[src/rtl/mem_req_scheduler_if.sv]
// Engine-side bus of the request scheduler: one transaction at a time,
// start/done pulses plus a busy level from the byte-serial memory engine.
interface mem_req_scheduler_if #(
  parameter int AW = 32
) ();
  logic          eng_start;
  logic          eng_we;
  logic [2:0]    eng_len;
  logic [AW-1:0] eng_addr;
  logic [31:0]   eng_wdata;
  logic          eng_busy;
  logic          eng_done;
  logic [31:0]   eng_rdata;

  // Scheduler side issues transactions.
  modport master (
    output eng_start, eng_we, eng_len, eng_addr, eng_wdata,
    input  eng_busy, eng_done, eng_rdata
  );

  // Engine side executes them.
  modport slave (
    input  eng_start, eng_we, eng_len, eng_addr, eng_wdata,
    output eng_busy, eng_done, eng_rdata
  );
endinterface

[src/rtl/mem_req_scheduler.sv]
// Request scheduler between the IF/MEM pipeline stages and the byte-serial
// memory engine. Load/store has priority; a starvation counter forces a
// fetch through after STARVE_MAX consecutive load/store wins. A flush drops
// the response of an in-flight fetch while the engine finishes it.
module mem_req_scheduler #(
  parameter int STARVE_MAX = 4,
  parameter int AW         = 32
) (
  input  logic                  clk,
  input  logic                  rst,
  input  logic                  flush,
  input  logic                  if_req,
  input  logic [AW-1:0]         if_addr,
  output logic                  if_gnt,
  output logic                  if_done,
  output logic [31:0]           if_rdata,
  input  logic                  ls_req,
  input  logic                  ls_we,
  input  logic [1:0]            ls_size,
  input  logic                  ls_sext,
  input  logic [AW-1:0]         ls_addr,
  input  logic [31:0]           ls_wdata,
  output logic                  ls_gnt,
  output logic                  ls_done,
  output logic [31:0]           ls_rdata,
  mem_req_scheduler_if.master   eng,
  output logic                  sched_busy
);

  typedef enum logic [1:0] {IDLE, WAIT, RESP} state_t;
  typedef enum logic {OWN_FETCH, OWN_LS} owner_t;

  localparam logic [3:0] STARVE_LIM = 4'(STARVE_MAX);

  state_t        state, state_next;
  owner_t        owner;
  logic          kill;
  logic [3:0]    starve_cnt;
  logic          r_we, r_sext;
  logic [1:0]    r_size;
  logic [31:0]   resp_q;
  logic          eng_start_q, eng_we_q;
  logic [2:0]    eng_len_q;
  logic [AW-1:0] eng_addr_q;
  logic [31:0]   eng_wdata_q;
  logic          issue, pick_fetch;
  logic          fetch_elig, starve_at_max;

  function automatic logic [2:0] size_to_len(input logic [1:0] size);
    case (size)
      2'd0:    return 3'd1;
      2'd1:    return 3'd2;
      default: return 3'd4;
    endcase
  endfunction

  function automatic logic [31:0] extend_load(input logic [31:0] d, input logic [1:0] size,
                                              input logic sext, input logic we);
    if (we) return 32'd0;
    case (size)
      2'd0:    return {{24{sext & d[7]}}, d[7:0]};
      2'd1:    return {{16{sext & d[15]}}, d[15:0]};
      default: return d;
    endcase
  endfunction

  assign fetch_elig    = if_req & ~flush;
  assign starve_at_max = (starve_cnt == STARVE_LIM);
  assign sched_busy    = (state != IDLE);

  assign eng.eng_start = eng_start_q;
  assign eng.eng_we    = eng_we_q;
  assign eng.eng_len   = eng_len_q;
  assign eng.eng_addr  = eng_addr_q;
  assign eng.eng_wdata = eng_wdata_q;

  // State register.
  always_ff @(posedge clk) begin
    // NOTE: sequential state uses non-blocking assignment so every flop
    // samples pre-edge values regardless of process evaluation order.
    if (rst) state <= IDLE;
    else     state <= state_next;
  end

  // Next-state, arbitration and response outputs.
  always_comb begin
    // NOTE: every output gets a default first so no path leaves one
    // unassigned, which would otherwise infer a latch.
    state_next = state;
    issue      = 1'b0;
    pick_fetch = 1'b0;
    if_done    = 1'b0;
    if_rdata   = 32'd0;
    ls_done    = 1'b0;
    ls_rdata   = 32'd0;
    case (state)
      IDLE: begin
        if (!eng.eng_busy && (ls_req || fetch_elig)) begin
          issue      = 1'b1;
          pick_fetch = fetch_elig && (!ls_req || starve_at_max);
          state_next = WAIT;
        end
      end
      WAIT: begin
        if (eng.eng_done) state_next = RESP;
      end
      RESP: begin
        state_next = IDLE;
        if (owner == OWN_LS) begin
          ls_done  = 1'b1;
          ls_rdata = resp_q;
        end else if (!kill) begin
          if_done  = 1'b1;
          if_rdata = resp_q;
        end
      end
      default: state_next = IDLE;
    endcase
  end

  // Issue registers, starvation counter, kill flag and response capture.
  always_ff @(posedge clk) begin
    if (rst) begin
      eng_start_q <= 1'b0;
      eng_we_q    <= 1'b0;
      eng_len_q   <= 3'd0;
      eng_addr_q  <= '0;
      eng_wdata_q <= 32'd0;
      if_gnt      <= 1'b0;
      ls_gnt      <= 1'b0;
      owner       <= OWN_FETCH;
      kill        <= 1'b0;
      starve_cnt  <= 4'd0;
      r_we        <= 1'b0;
      r_sext      <= 1'b0;
      r_size      <= 2'd0;
      resp_q      <= 32'd0;
    end else begin
      eng_start_q <= issue;
      if_gnt      <= issue & pick_fetch;
      ls_gnt      <= issue & ~pick_fetch;
      if (issue) begin
        if (pick_fetch) begin
          owner       <= OWN_FETCH;
          eng_we_q    <= 1'b0;
          eng_len_q   <= 3'd4;
          eng_addr_q  <= if_addr;
          eng_wdata_q <= 32'd0;
          starve_cnt  <= 4'd0;
        end else begin
          owner       <= OWN_LS;
          eng_we_q    <= ls_we;
          eng_len_q   <= size_to_len(ls_size);
          eng_addr_q  <= ls_addr;
          eng_wdata_q <= ls_we ? ls_wdata : 32'd0;
          r_we        <= ls_we;
          r_sext      <= ls_sext;
          r_size      <= ls_size;
          if (!if_req)             starve_cnt <= 4'd0;
          else if (!starve_at_max) starve_cnt <= starve_cnt + 4'd1;
        end
      end
      // Flush anywhere in the wait window (including the start cycle) drops
      // a fetch response; the engine transaction itself still completes.
      if (state == WAIT && owner == OWN_FETCH && flush) kill <= 1'b1;
      else if (state == RESP)                          kill <= 1'b0;
      if (state == WAIT && eng.eng_done)
        resp_q <= (owner == OWN_FETCH) ? eng.eng_rdata
                                       : extend_load(eng.eng_rdata, r_size, r_sext, r_we);
    end
  end

endmodule
[src/flat_wrapper.sv]
// flat-port wrapper written by rule: the top's interface ports become plain ports
module mem_req_scheduler_flat 
#(
  parameter int STARVE_MAX = 4,
  parameter int AW         = 32
)
  (clk, rst, flush, if_req, if_addr, if_gnt, if_done, if_rdata, ls_req, ls_we, ls_size, ls_sext, ls_addr, ls_wdata, ls_gnt, ls_done, ls_rdata, sched_busy, eng_eng_start, eng_eng_we, eng_eng_len, eng_eng_addr, eng_eng_wdata, eng_eng_busy, eng_eng_done, eng_eng_rdata);
  mem_req_scheduler_if #(.AW(AW)) eng_i ();
  input  logic clk;
  input  logic rst;
  input  logic flush;
  input  logic if_req;
  input  logic [AW-1:0] if_addr;
  output logic if_gnt;
  output logic if_done;
  output logic [31:0] if_rdata;
  input  logic ls_req;
  input  logic ls_we;
  input  logic [1:0] ls_size;
  input  logic ls_sext;
  input  logic [AW-1:0] ls_addr;
  input  logic [31:0] ls_wdata;
  output logic ls_gnt;
  output logic ls_done;
  output logic [31:0] ls_rdata;
  output logic sched_busy;
  output wire logic [$bits(eng_i.eng_start)-1:0] eng_eng_start;
  output wire logic [$bits(eng_i.eng_we)-1:0] eng_eng_we;
  output wire logic [$bits(eng_i.eng_len)-1:0] eng_eng_len;
  output wire logic [$bits(eng_i.eng_addr)-1:0] eng_eng_addr;
  output wire logic [$bits(eng_i.eng_wdata)-1:0] eng_eng_wdata;
  input wire logic [$bits(eng_i.eng_busy)-1:0] eng_eng_busy;
  input wire logic [$bits(eng_i.eng_done)-1:0] eng_eng_done;
  input wire logic [$bits(eng_i.eng_rdata)-1:0] eng_eng_rdata;
  assign eng_eng_start = eng_i.eng_start;
  assign eng_eng_we = eng_i.eng_we;
  assign eng_eng_len = eng_i.eng_len;
  assign eng_eng_addr = eng_i.eng_addr;
  assign eng_eng_wdata = eng_i.eng_wdata;
  assign eng_i.eng_busy = eng_eng_busy;
  assign eng_i.eng_done = eng_eng_done;
  assign eng_i.eng_rdata = eng_eng_rdata;
  mem_req_scheduler #(.STARVE_MAX(STARVE_MAX), .AW(AW)) u_core (.clk(clk), .rst(rst), .flush(flush), .if_req(if_req), .if_addr(if_addr), .if_gnt(if_gnt), .if_done(if_done), .if_rdata(if_rdata), .ls_req(ls_req), .ls_we(ls_we), .ls_size(ls_size), .ls_sext(ls_sext), .ls_addr(ls_addr), .ls_wdata(ls_wdata), .ls_gnt(ls_gnt), .ls_done(ls_done), .ls_rdata(ls_rdata), .eng(eng_i), .sched_busy(sched_busy));
endmodule
[config.mk]
export PLATFORM = sky130hd
export DESIGN_NAME = mem_req_scheduler_flat
export DESIGN_NICKNAME = d
export VERILOG_FILES = /design/src/rtl/mem_req_scheduler_if.sv /design/src/rtl/mem_req_scheduler.sv /design/src/flat_wrapper.sv
export SDC_FILE = /design/constraint.sdc
export NUM_CORES = 1
export LEC_CHECK = 0
export ABC_AREA = 1
export CAP_MARGIN = 25
export CORE_MARGIN = 4
export CORE_UTILIZATION = 30
export CTS_CLUSTER_DIAMETER = 80
export DETAILED_ROUTE_END_ITERATION = 7
export MAX_ROUTING_LAYER = met4
export REMOVE_ABC_BUFFERS = 1
export SLEW_MARGIN = 10
export SYNTH_ARGS = -nofsm -noshare
export SYNTH_HDL_FRONTEND = slang
export SYNTH_SLANG_ARGS = --single-unit
[constraint.sdc]
create_clock -name clk -period 4.28 [get_ports clk]
set_clock_uncertainty 0.2 [all_clocks]
set_input_delay 1.07 -clock clk [delete_from_list [all_inputs] [get_ports clk]]
set_output_delay 1.07 -clock clk [all_outputs]
set_load 0.03 [all_outputs]
; ---- Word level (Yosys, flattened, before mapping)
; Index checks and enable logic that the tools add are counted.
[totals]
register_bits = 115
word_cells = 85
inputBits = 139
output_inout_bits = 138
[classes]
bitwise = 8
muxes = 36
reduce_logical = 17
n_eq_ne = 8
addsub = 1
[op_table]
columns = op, n
row1 = 2-to-1 mux 32 bit, 11
row2 = case mux 32 bit (2 select lines), 1
row3 = 2-to-1 mux 1 bit, 16
row4 = 2-to-1 mux 4 bit, 3
row5 = "== test 2 x 1 -> 1 bit, second input constant", 3
row6 = zero test 2 bit, 3
row7 = case mux 3 bit (2 select lines), 1
row8 = AND reduction 2 bit, 3
row9 = bitwise AND 1 bit, 5
row10 = logical AND 1 bit, 5
row11 = "adder 4 x 1 -> 4 bit, second input constant", 1
row12 = "== test 4 x 3 -> 1 bit, second input constant", 1
row13 = 2-to-1 mux 2 bit, 2
row14 = case mux 2 bit (2 select lines), 1
row15 = nonzero test 2 bit, 2
row16 = 2-to-1 mux 3 bit, 1
row17 = "!= test 3 x 2 -> 1 bit, second input constant", 1
row18 = NOT 1 bit, 3
row19 = "== test 2 bit, second input constant", 1
row20 = zero test 1 bit, 2
row21 = logical OR 1 bit, 2
row22 = "!= test 2 x 1 -> 1 bit, second input constant", 1
row23 = "!= test 2 bit, second input constant", 1

; ---- Longest topological paths before layout
; Gate-level depths: netlist of run 1.
[depth]
depth_word = 8
depth_mapped = 10
mapped_depth_nobuf = 8

; ---- Least setup slack after synthesis of run 1
; No wires, ideal clock.
[synth_timing]
kind = flip-flop to output port
start = register u_core.state[1]
end = output if_rdata[10]
path_stages_with_launch = 8
t_arrival_ns = 2.049
path_buffers = 1
setup_slack_ns = 0.961
required_ns = 3.010
path_cell_list = dfxtp_1 -> inv_2 -> nor2_1 -> inv_1 -> nor3_1 -> inv_1 -> buf_2 -> nor2_1
[synth_via]
elab_chain_len = 2
[synth_rtl]
columns = item, line_no
row1 = from (decl), mem_req_scheduler.sv:35  ; state_t state, state_next;
row2 = from (signal assigned), mem_req_scheduler.sv:82  ; else state <= state_next;
row3 = == test 2 bit, mem_req_scheduler.sv:96  ; case (state)
row4 = 2-to-1 mux 32 bit, mem_req_scheduler.sv:96
row5 = to (decl), flat_wrapper.sv:16  ; output logic [31:0] if_rdata;
; No other way between the ends.

; ---- Final worst setup path of run 1
[layout_timing]
start = register u_core.state[1]
end = output if_rdata[25]
; Same word-level chain as after synthesis.

==> impl_metrics.env, run 1 <==
export IMPL_endpoint_kind="output pin"
export IMPL_syn_area_mm2=0.00559
export IMPL_overflow=0
export IMPL_ir_drop_mv=0.254
export IMPL_yosys_area_share_simple=0.284
export IMPL_dp_hpwl_mm=13.3
export IMPL_critPathRequiredTime_ps=3010
export IMPL_antenna_left=0
export IMPL_crit_chain="inv_2 -> nor2_1 -> inv_1 -> nor3_1 -> inv_1 -> nor2_1 -> clkdlybuf4s50_1"
export IMPL_hold_depth=2
export IMPL_seqPwrFrac=0.365
export IMPL_rsz0062_at_grt="false"
export IMPL_power_total_mw=3.18
export IMPL_cts_tree="built"
export IMPL_portBuffers=276
export IMPL_slowest_stage="clkdlybuf4s50_1"
export IMPL_combPwrFrac=0.175
export IMPL_drcViolationCount=0
export IMPL_initial_core_util=0.308
export IMPL_synth_seq_cells=115
export IMPL_critPathBufInv=4
export IMPL_clock_fmax_mhz=259
export IMPL_via_per_inst=4.59
export IMPL_layout_commonest_cell="clkdlybuf4s50_1"
export IMPL_drive_gt1_frac=0.0557
export IMPL_wire_per_inst_um=14.9
export IMPL_cts_max_path_buffers=2
export IMPL_synth_fa_ha_area_frac=0.00447
export IMPL_worstHoldEndpoint="u_core.eng.eng_len[0]"
export IMPL_swShare=0.258
export IMPL_num_rows=49
export IMPL_wl_met1_mm=8.68
export IMPL_antenna_found_initial=1
export IMPL_globalplace_congestion=0.743
export IMPL_cts_buffers=17
export IMPL_route_met3_wl_mm=1.35
export IMPL_synth_seq_area_share=0.412
export IMPL_cp_top_family="buffers and inverters"
export IMPL_layout_common_cells="clkdlybuf4s50_1 (275), nand2_1 (137), dfxtp_1 (115)"
export IMPL_rrSetupSlack_ps=2120
export IMPL_finalWorstSetupSlack_ps=419
export IMPL_r2r_end="u_core.eng.eng_addr[10]"
export IMPL_synth_compound_area_frac=0.163
export IMPL_post_route_period_util=0.902
export IMPL_cts_sinks=115
export IMPL_p_int_mw=2.36
export IMPL_clk_insertion_delay_late_ps=400
export IMPL_grt_pass1_vias=5568
export IMPL_critPathLaunchType="register"
export IMPL_utilization=0.497
export IMPL_dr_pass1_iters=4
export IMPL_synth_top_family_by_area="simple AND/OR/NAND/NOR gates"
export IMPL_powerDensity_mw_per_mm2=352
export IMPL_fin_nets=1188
export IMPL_synth_top_area_cell="dfxtp_1"
export IMPL_r2r_worst_path_cells=10
export IMPL_synth_cell_types=29
export IMPL_final_max_slew_violation_count=0
export IMPL_yosys_warnings=0
export IMPL_r2r_start="u_core.starve_cnt[0]"
export IMPL_grt_pass1_wl_mm=29.3
export IMPL_synth_top_area_frac=0.412
export IMPL_max_stage_delay_ps=700
export IMPL_io_pins=277
export IMPL_p_leak_nw=3.61
export IMPL_cts_repair_timing_setup_buffer_count=0
export IMPL_hold_start="u_core.eng.eng_len[0]"
export IMPL_synth_mux_area_frac=0
export IMPL_grt_usage=0.182
export IMPL_status="complete, no violations"
export IMPL_synth_area_leaders="dfxtp_1 (41%), nand2_1 (9.2%), a21oi_1 (8.4%)"
export IMPL_ctsHtreeMaxLevel=4
export IMPL_ctsResizeCount=0
export IMPL_slew_headroom=0.341
export IMPL_drt_iter0_markers=255
export IMPL_finalHoldViolations=0
export IMPL_cp_arrival_ps=2590
export IMPL_setup_viol=0
export IMPL_top_layer="met4"
export IMPL_dieWidth_um=145
export IMPL_die_h_um=145
export IMPL_cp_max_fo=32
export IMPL_drt_wl_total_mm=19.2
export IMPL_syn_area_per_cell_um2=6.98
export IMPL_syn_inst=801
export IMPL_clkPwrFrac=0.460
export IMPL_power_switching_mw=0.819
export IMPL_num_vias=5916
export IMPL_synth_xor_area_frac=0.00157
export IMPL_cts_root_buf="clkbuf_16"
export IMPL_grt_start_max_net_pins=89
export IMPL_dr_wl_met2_mm=8.96
export IMPL_dp_slack_ps=824
export IMPL_finalCriticalPeriod_ps=3860
export IMPL_core_area_mm2=0.0181
export IMPL_worst_hold_path_type="reg -> reg"
export IMPL_cap_violations=0
export IMPL_criticalPathCategory="reg -> out"
export IMPL_tightest_slew_ps=988
export IMPL_holdBufCountCts=0
export IMPL_die_area_mm2=0.0209
export IMPL_syn_to_final_growth_pct=61.3
export IMPL_path_clk_slew_ps=50
worst max-delay path by stage:
stage	endpoint	cells past startpoint	slack, ps	start
final	if_rdata[25]	7	420	u_core.state[1]
after CTS	if_rdata[25]	7	380	u_core.state[1]
after global placement	if_rdata[18]	7	960	u_core.state[1]
after detailed placement	if_rdata[18]	7	820	u_core.state[1]
after global routing	if_rdata[18]	7	130	u_core.state[1]
after floorplan	u_core.resp_q[0]	6	-190	eng_eng_done
power groups by stage:
stage	clock network, mW	registers, mW	logic [mW]
after detailed placement	0	1.18	0.558
after global routing	1.55	1.17	0.605
final	1.46	1.16	0.555
after floorplan	0	1.26	0.185
after global placement	0	1.18	0.558
after CTS	1.50	1.16	0.560
cell type report:
class,count,area [µm²]
multi-input combinational,515,2540
antenna,1,2.50
clock buffer,22,484
inverter,108,405
tap,229,287
clock inverter,9,126
fill,1783,9120
sequential,115,2300
timing repair buffer,290,2880
cells in the mapped netlist:
master    instances
nand2_2           2
o31ai_1           8
nor2_1           86
nand2_1         137
a21oi_1          94
nand3_1          38
nor2_8            1
dfxtp_1         115
buf_4             4
xnor2_1           1
inv_2             5
o211ai_1          1
o21ai_0          56
clkbuf_1         28
buf_6            10
nand3b_1         32
nor2_2            2
buf_1             2
nor3_1            2
clkinv_1          1
nand4_1          35
ha_1              2
inv_1           102
a31oi_1           7
a22oi_1           7
or2_0             1
buf_2            19
nand3_2           2
nand3b_4          1
cell families after synthesis:
family,Yosys count
and+or+nand+nor,339
xor gates and xnor gates,1
DFF,115
AOI/OAI and AO/OA,173
buffers and inverters,171
adders and majority gates,2
state kept, by name (all words and copies together), names as in the netlist, 2 cells and up:
signal	cells
u_core.state	2
u_core.eng.eng_wdata	32
u_core.eng.eng_addr	32
u_core.eng.eng_len	3
u_core.r_size	2
u_core.starve_cnt	4
u_core.resp_q	32
metrics by stage:
| step | hold WS [ps] | std cells | instance area, µm² | setup TNS [ps] |
|---|---|---|---|---|
| after floorplan | 238 | 738 | 5240 | -3190 |
| after global placement | 251 | 1257 | 8410 | 0 |
| after detailed placement | 256 | 1257 | 8410 | 0 |
| after CTS | 264 | 1288 | 9020 | 0 |
| after global routing | 282 | 1289 | 9020 | 0 |
| final | 262 | 1289 | 9020 | 0 |
routing by layer:
layer,vias up,track usage
met5,-,-
met4,0,0.0417
met3,10,0.0552
met2,195,0.294
met1,2617,0.224
li1,3094,-
tightest hold or removal path: cells and delay by family, from the launching register on:
family             cells  cell delay, ps
and+or+nand+nor        1              60
AOI/OAI and AO/OA      1              50
DFF                    1             300
Power figures use the tool's default switching activity.
==> run 2, diff against run 1 <==
Settings changed: TNS_END_PERCENT set to 50.
==> results of run 2 <==
Final layout, timing and power as in run 1 (identical DEF).
==> run 3, diff against run 2 <==
Settings changed: ABC_CLOCK_PERIOD_IN_PS set to 4280.
==> results of run 3 <==
Final layout, timing and power as in run 1 (identical DEF).
